`src/rtl/taxi_eth_link_ctrl_pkg.sv`:
```
// Shared types for the 10G link supervisor: state encoding, cfg field widths, timer width.
package taxi_eth_link_ctrl_pkg;

  typedef enum logic [2:0] {
    ST_IDLE        = 3'd0,
    ST_SERDES_RST  = 3'd1,
    ST_WAIT_LOCK   = 3'd2,
    ST_WAIT_STATUS = 3'd3,
    ST_UP          = 3'd4,
    ST_HOLDOFF     = 3'd5,
    ST_PRBS        = 3'd6
  } link_state_t;

  localparam int CFG_LEN_W = 16;
  localparam int CFG_IFG_W = 8;
  localparam int TIMER_W   = 32;

endpackage

```
`src/rtl/taxi_eth_link_timer.sv`:
```
// Clearable saturating up-counter; tc flags the last cycle of a limit-cycle dwell.
module taxi_eth_link_timer
  import taxi_eth_link_ctrl_pkg::*;
#(
  parameter int W = TIMER_W
) (
  input  logic         clk,
  input  logic         rst_n,
  input  logic         clr,
  input  logic [W-1:0] limit,
  output logic         tc
);

  logic [W-1:0] cnt_q;
  logic [W-1:0] cnt_d;

  always_comb begin
    cnt_d = cnt_q;
    if (clr) begin
      cnt_d = '0;
    end else if (cnt_q != '1) begin
      cnt_d = cnt_q + W'(1);
    end
  end

  always_ff @(posedge clk) begin
    if (!rst_n) begin
      cnt_q <= '0;
    end else begin
      cnt_q <= cnt_d;
    end
  end

  // Count starts at 0 on entry, so limit-1 is the final cycle of the dwell.
  assign tc = (cnt_q == (limit - W'(1)));

endmodule

```
`src/rtl/taxi_eth_mac_10g_link_ctrl.sv`:
```
// 10G link bring-up/supervision FSM. Optional PRBS31 test mode under TAXI_ETH_LINK_CTRL_PRBS_EN.
module taxi_eth_mac_10g_link_ctrl
  import taxi_eth_link_ctrl_pkg::*;
#(
  parameter int SERDES_RST_CYCLES = 16,
  parameter int LOCK_TIMEOUT      = 65536,
  parameter int STATUS_TIMEOUT    = 65536,
  parameter int DEBOUNCE_CYCLES   = 1024,
  parameter int HOLDOFF_CYCLES    = 4096,
  parameter int MAX_PKT_LEN       = 1518,
  parameter int IFG               = 12,
  parameter int CNT_W             = 16
) (
  input  logic                 clk,
  input  logic                 rst_n,
  input  logic                 enable,
  input  logic                 rx_block_lock,
  input  logic                 rx_high_ber,
  input  logic                 rx_status,
  input  logic                 serdes_rx_reset_req,
`ifdef TAXI_ETH_LINK_CTRL_PRBS_EN
  input  logic                 prbs_req,
  output logic                 cfg_tx_prbs31_enable,
  output logic                 cfg_rx_prbs31_enable,
`endif
  output logic                 serdes_rst,
  output logic                 cfg_tx_enable,
  output logic                 cfg_rx_enable,
  output logic [CFG_LEN_W-1:0] cfg_tx_max_pkt_len,
  output logic [CFG_LEN_W-1:0] cfg_rx_max_pkt_len,
  output logic [CFG_IFG_W-1:0] cfg_tx_ifg,
  output logic                 link_up,
  output logic [2:0]           link_state,
  output logic [CNT_W-1:0]     flap_count,
  output logic [CNT_W-1:0]     timeout_count
);

  function automatic logic [CNT_W-1:0] sat_inc(input logic [CNT_W-1:0] v);
    return (v == '1) ? v : v + CNT_W'(1);
  endfunction

  link_state_t        state_q, state_d;
  logic               enter, timeout, flap, loss, tc, prbs_req_i;
  logic [TIMER_W-1:0] limit;
  logic [TIMER_W-1:0] deb_q, deb_d;
  logic [CNT_W-1:0]   flap_q, flap_d, tout_q, tout_d;
  logic               srst_q, srst_d, rx_en_q, rx_en_d;
  logic               tx_en_q, tx_en_d, link_up_q, link_up_d;

`ifdef TAXI_ETH_LINK_CTRL_PRBS_EN
  logic prbs_en_q, prbs_en_d;
  assign prbs_req_i = prbs_req;
`else
  assign prbs_req_i = 1'b0;
`endif

  assign loss = !rx_status || rx_high_ber || !rx_block_lock;

  taxi_eth_link_timer #(
    .W(TIMER_W)
  ) u_timer (
    .clk  (clk),
    .rst_n(rst_n),
    .clr  (enter),
    .limit(limit),
    .tc   (tc)
  );

  always_comb begin
    limit = '0;
    case (state_q)
      ST_SERDES_RST:  limit = TIMER_W'(SERDES_RST_CYCLES);
      ST_WAIT_LOCK:   limit = TIMER_W'(LOCK_TIMEOUT);
      ST_WAIT_STATUS: limit = TIMER_W'(STATUS_TIMEOUT);
      ST_HOLDOFF:     limit = TIMER_W'(HOLDOFF_CYCLES);
      default:        limit = '0;
    endcase
  end

  always_comb begin
    state_d = state_q;
    enter   = 1'b0;
    timeout = 1'b0;
    flap    = 1'b0;
    if (!enable) begin
      state_d = ST_IDLE;
    end else if (serdes_rx_reset_req && (state_q != ST_IDLE)) begin
      // Forced re-entry: restarts the reset pulse even if already in SERDES_RST.
      state_d = ST_SERDES_RST;
      enter   = 1'b1;
      flap    = (state_q == ST_UP) && loss;
    end else begin
      case (state_q)
        ST_IDLE: state_d = ST_SERDES_RST;
        ST_SERDES_RST: if (tc) state_d = ST_WAIT_LOCK;
        ST_WAIT_LOCK: begin
          if (prbs_req_i) begin
            state_d = ST_PRBS;
          end else if (rx_block_lock && !rx_high_ber) begin
            state_d = ST_WAIT_STATUS;
          end else if (tc) begin
            state_d = ST_SERDES_RST;
            timeout = 1'b1;
          end
        end
        ST_WAIT_STATUS: begin
          if (!rx_block_lock || rx_high_ber) begin
            state_d = ST_WAIT_LOCK;
          end else if (rx_status && (deb_q == TIMER_W'(DEBOUNCE_CYCLES - 1))) begin
            state_d = ST_UP;
          end else if (tc) begin
            state_d = ST_SERDES_RST;
            timeout = 1'b1;
          end
        end
        ST_UP: begin
          if (prbs_req_i) begin
            state_d = ST_PRBS;
          end else if (loss) begin
            state_d = ST_HOLDOFF;
            flap    = 1'b1;
          end
        end
        ST_HOLDOFF: if (tc) state_d = ST_WAIT_LOCK;
        ST_PRBS: if (!prbs_req_i) state_d = ST_SERDES_RST;
        default: state_d = ST_IDLE;
      endcase
    end
    if (state_d != state_q) enter = 1'b1;
  end

  always_comb begin
    deb_d = '0;
    if (!enter && (state_q == ST_WAIT_STATUS) && rx_status) begin
      deb_d = deb_q + TIMER_W'(1);
    end
    flap_d    = flap ? sat_inc(flap_q) : flap_q;
    tout_d    = timeout ? sat_inc(tout_q) : tout_q;
    srst_d    = (state_d == ST_SERDES_RST);
    rx_en_d   = (state_d == ST_UP);
    // TX follows RX by one cycle on entry to UP.
    tx_en_d   = (state_d == ST_UP) && (state_q == ST_UP);
    link_up_d = (state_d == ST_UP);
`ifdef TAXI_ETH_LINK_CTRL_PRBS_EN
    prbs_en_d = (state_d == ST_PRBS);
`endif
  end

  always_ff @(posedge clk) begin
    if (!rst_n) begin
      state_q   <= ST_IDLE;
      deb_q     <= '0;
      flap_q    <= '0;
      tout_q    <= '0;
      srst_q    <= 1'b0;
      rx_en_q   <= 1'b0;
      tx_en_q   <= 1'b0;
      link_up_q <= 1'b0;
`ifdef TAXI_ETH_LINK_CTRL_PRBS_EN
      prbs_en_q <= 1'b0;
`endif
    end else begin
      state_q   <= state_d;
      deb_q     <= deb_d;
      flap_q    <= flap_d;
      tout_q    <= tout_d;
      srst_q    <= srst_d;
      rx_en_q   <= rx_en_d;
      tx_en_q   <= tx_en_d;
      link_up_q <= link_up_d;
`ifdef TAXI_ETH_LINK_CTRL_PRBS_EN
      prbs_en_q <= prbs_en_d;
`endif
    end
  end

  assign serdes_rst         = srst_q;
  assign cfg_rx_enable      = rx_en_q;
  assign cfg_tx_enable      = tx_en_q;
  assign link_up            = link_up_q;
  assign link_state         = state_q;
  assign flap_count         = flap_q;
  assign timeout_count      = tout_q;
  assign cfg_tx_max_pkt_len = CFG_LEN_W'(MAX_PKT_LEN);
  assign cfg_rx_max_pkt_len = CFG_LEN_W'(MAX_PKT_LEN);
  assign cfg_tx_ifg         = CFG_IFG_W'(IFG);
`ifdef TAXI_ETH_LINK_CTRL_PRBS_EN
  assign cfg_tx_prbs31_enable = prbs_en_q;
  assign cfg_rx_prbs31_enable = prbs_en_q;
`endif

endmodule
```
`config.mk`:
```
export PLATFORM = sky130hd
export DESIGN_NAME = taxi_eth_mac_10g_link_ctrl
export DESIGN_NICKNAME = d
export VERILOG_FILES = /design/src/rtl/taxi_eth_link_ctrl_pkg.sv /design/src/rtl/taxi_eth_link_timer.sv /design/src/rtl/taxi_eth_mac_10g_link_ctrl.sv
export SDC_FILE = /design/constraint.sdc
export NUM_CORES = 1
export LEC_CHECK = 0
export CORE_MARGIN = 2
export CORE_UTILIZATION = 59
export DETAILED_ROUTE_END_ITERATION = 10
export HOLD_SLACK_MARGIN = 0.1
export PLACE_DENSITY = 0.86
export SYNTH_ARGS = -nofsm -noshare
export SYNTH_HDL_FRONTEND = slang
export SYNTH_SLANG_ARGS = --single-unit
```
`constraint.sdc`:
```
create_clock -name clk -period 5.3 [get_ports clk]
set_input_delay 0.795 -clock clk [delete_from_list [all_inputs] [get_ports clk]]
set_output_delay 0.795 -clock clk [all_outputs]
set_load 0.02 [all_outputs]
```
==> metrics <==
Worst setup EP type=flop; final cell count without fillers=866; drc violations=0; first-iteration detailed-routing DRC count=515; Synth cell types=66; nets=741; Critical Path RT=5500 ps; antenna-violating nets left=0; slowest CP cell=dfxtp_1; worst vdd ir=189.2 uV; post-layout util=66.46%; YS warnings=0; share of cells above drive strength 1=5.457%; Pint=1.117 mW; H-tree levels=3; cell with the most instances after synthesis=dfxtp_1; Mapped Area=0.005911 mm^2; final wirelength=14.02 mm; Worst-Margin Slew=1238 ps; PwrDens=226.7 mW/mm^2; largest stage delay on the critical path=910 ps; Clock Pin Slew Worst Setup and Hold Paths=90 ps; sequential area share after synthesis=34.55%; DR WL/cell=16.19 um; Final Setup Violations=0; FP Rows=36; Hold Path Class=flop to flop; worst clock skew=11.69 ps; TritonRoute pass-1 iters=5; GP Congestion=0.9055; Skew-Pair Late Insertion Delay=380 ps; CTS tree=done; CTS Buffer Depth=2; minimum clock period=3890 ps; TNS Setup=0 ps; vias after detailed routing=5462; cts hold-fix bufs=0; root cell of the clock tree=clkbuf_8; relative slew slack=17.27%; CP Data Arrival Time=4090 ps; antenna violations before repair=0; critical path cell sequence=nor2b_1 -> nand2_1 -> ha_1 -> and4_1 -> o211ai_1 -> a21o_1 -> nor3_1 -> o211ai_4 -> buf_4 -> nor4_1; fmax=257.1 MHz; RSZ-0062 raised after global routing=false; cell count after placement=851; Total GRT Usage=25.68%; top cells by count, synth=dfxtp_1 (102), nor4_1 (74), nand2_1 (50); crit path max fanout=29; chip width=104.1 um; largest net degree at the start of global routing=33; design area=0.006466 mm^2; I/O Pins=86; Leakage Power=2.023 nW; post-synthesis register bit count=102; switching share of power=23.81%; CP startpoint kind=flop; combinational power share=6.9%; Max Slew Vio Count=0; Area Overhead vs Synth=9.399%; area leader, netlist=dfxtp_1; Vias per Instance=6.307; Tot Pwr=1.466 mW; PortBufs=45; status=finished clean; Reg2Reg Setup Slack=1410 ps; Clock power frac=40.4%; global route overflow=0; asr flop ratio synth=0%; Main synth FF type=dfxtp_1; vias in the first global route=5031; Synth Instances=714; sw power=0.3490 mW; first-pass GRT wire length=23.46 mm; syn avg cell area=8.278 um^2; Die Y=104.1 um; cts bufs inserted=9; CTS resizes=0; antenna fix cells=0; Setup Crit Path Kind=flop to flop; Initial Utilization=60.75%; placed wire-length estimate=9.649 mm; number of synthesized flops with an enable pin=0; Post CTS Setup Buffer Count=0; DP Area=0.006222 mm^2; final hold vios=0; top-area cell type share of the netlist area=34.55%; die area=0.01083 mm^2; Synth area leaders=dfxtp_1 (35%), nor4_1 (7.8%), xnor2_1 (5.5%); Max Cap Violations=0; clk sinks=102; Period Utilization, post-route=73.39%; sequential power share=52.8%; Core Region=0.009729 mm^2
per-layer routing:
layer / global-route usage, % / vias up / wire length, um
li1: - / 2598 / -
met2: 42.67 / 210 / 6870
met5: 0 / - / 0
met4: 11.29 / 0 / 326
met3: 4.073 / 39 / 815
met1: 33.02 / 2615 / 6005
flip-flops by register name, indices dropped and copies added (netlist names):
name / flops
timeout_count: 16
deb_q: 32
flap_count: 16
serdes_rst: 1
link_state: 3
link_up: 1
u_timer.cnt_q: 32
cfg_tx_enable: 1
worst paths after layout:
path | from | endpoint | cells after the start
setup reg to reg | link_state[0] | deb_q[11] | 10
hold / removal | timeout_count[15] | timeout_count[15] | 2
hold reg to reg | timeout_count[15] | timeout_count[15] | 2
setup / recovery | link_state[0] | deb_q[11] | 10
through the flow:
step	hold WS [ps]	setup slack, ps
2_1_floorplan	448.7	2473
3_3_place_gp	471.8	1618
3_5_place_dp	475.0	1514
4_1_cts	494.7	1525
5_1_grt	507.3	1134
6_report	494.7	1410
cell families (layout without fill, tap and decap cells):
kind of cell	Yosys count	in the layout	share of synthesized area, %
and+or+nand+nor	341	341	32.85
DFF	102	102	34.55
AOI/OAI and AO/OA	99	99	11.79
buffers and inverters	95	76	9.166
xor gates and xnor gates	66	66	9.780
adders and majority gates	5	5	1.058
muxes	4	4	0.6774
other	2	40	0.1271
layout by cell type (no fill, tap or decap), types with 4 or more instances in the layout:
master / instances
a21oi_1: 26
and2_1: 6
and3_1: 14
and4_1: 11
buf_4: 5
clkbuf_8: 10
clkdlybuf4s50_1: 45
conb_1: 40
dfxtp_1: 102
ha_1: 5
inv_1: 11
mux2i_1: 4
nand2_1: 50
nand2b_1: 10
nand3_1: 40
nand4_1: 28
nor2_1: 41
nor2b_1: 5
nor3_1: 19
nor4_1: 74
nor4b_1: 4
o211ai_1: 6
o21ai_0: 21
o31ai_1: 6
or3_1: 18
or4_1: 6
xnor2_1: 37
xor2_1: 29
cell type report:
cell class / count / area (um^2)
Inverter: 11 / 41.29
Clock buffer: 10 / 137.6
Timing Repair Buffer: 50 / 488.0
Tap cell: 133 / 166.4
Fill cell: 779 / 3263
Clock inverter: 5 / 106.4
Multi-Input combinational cell: 555 / 3485
Sequential cell: 102 / 2042
worst max-delay path, delay by kind of cell (launching register included):
kind / cells / cell delay, ps
buf+inv: 1 / 380
simple gates: 5 / 1030
compound gates: 3 / 1170
flops: 1 / 910
fa+ha+maj: 1 / 220
power groups by stage:
stage          sequential, mW  clock (mW)  combinational [mW]
2_1_floorplan           0.789           0               0.102
3_3_place_gp            0.791           0              0.0951
3_5_place_dp            0.791           0              0.0977
4_1_cts                 0.773       0.601              0.0981
5_1_grt                 0.774       0.629               0.109
6_report                0.774       0.592               0.101
No activity file was read; power rests on OpenSTA's default activity.
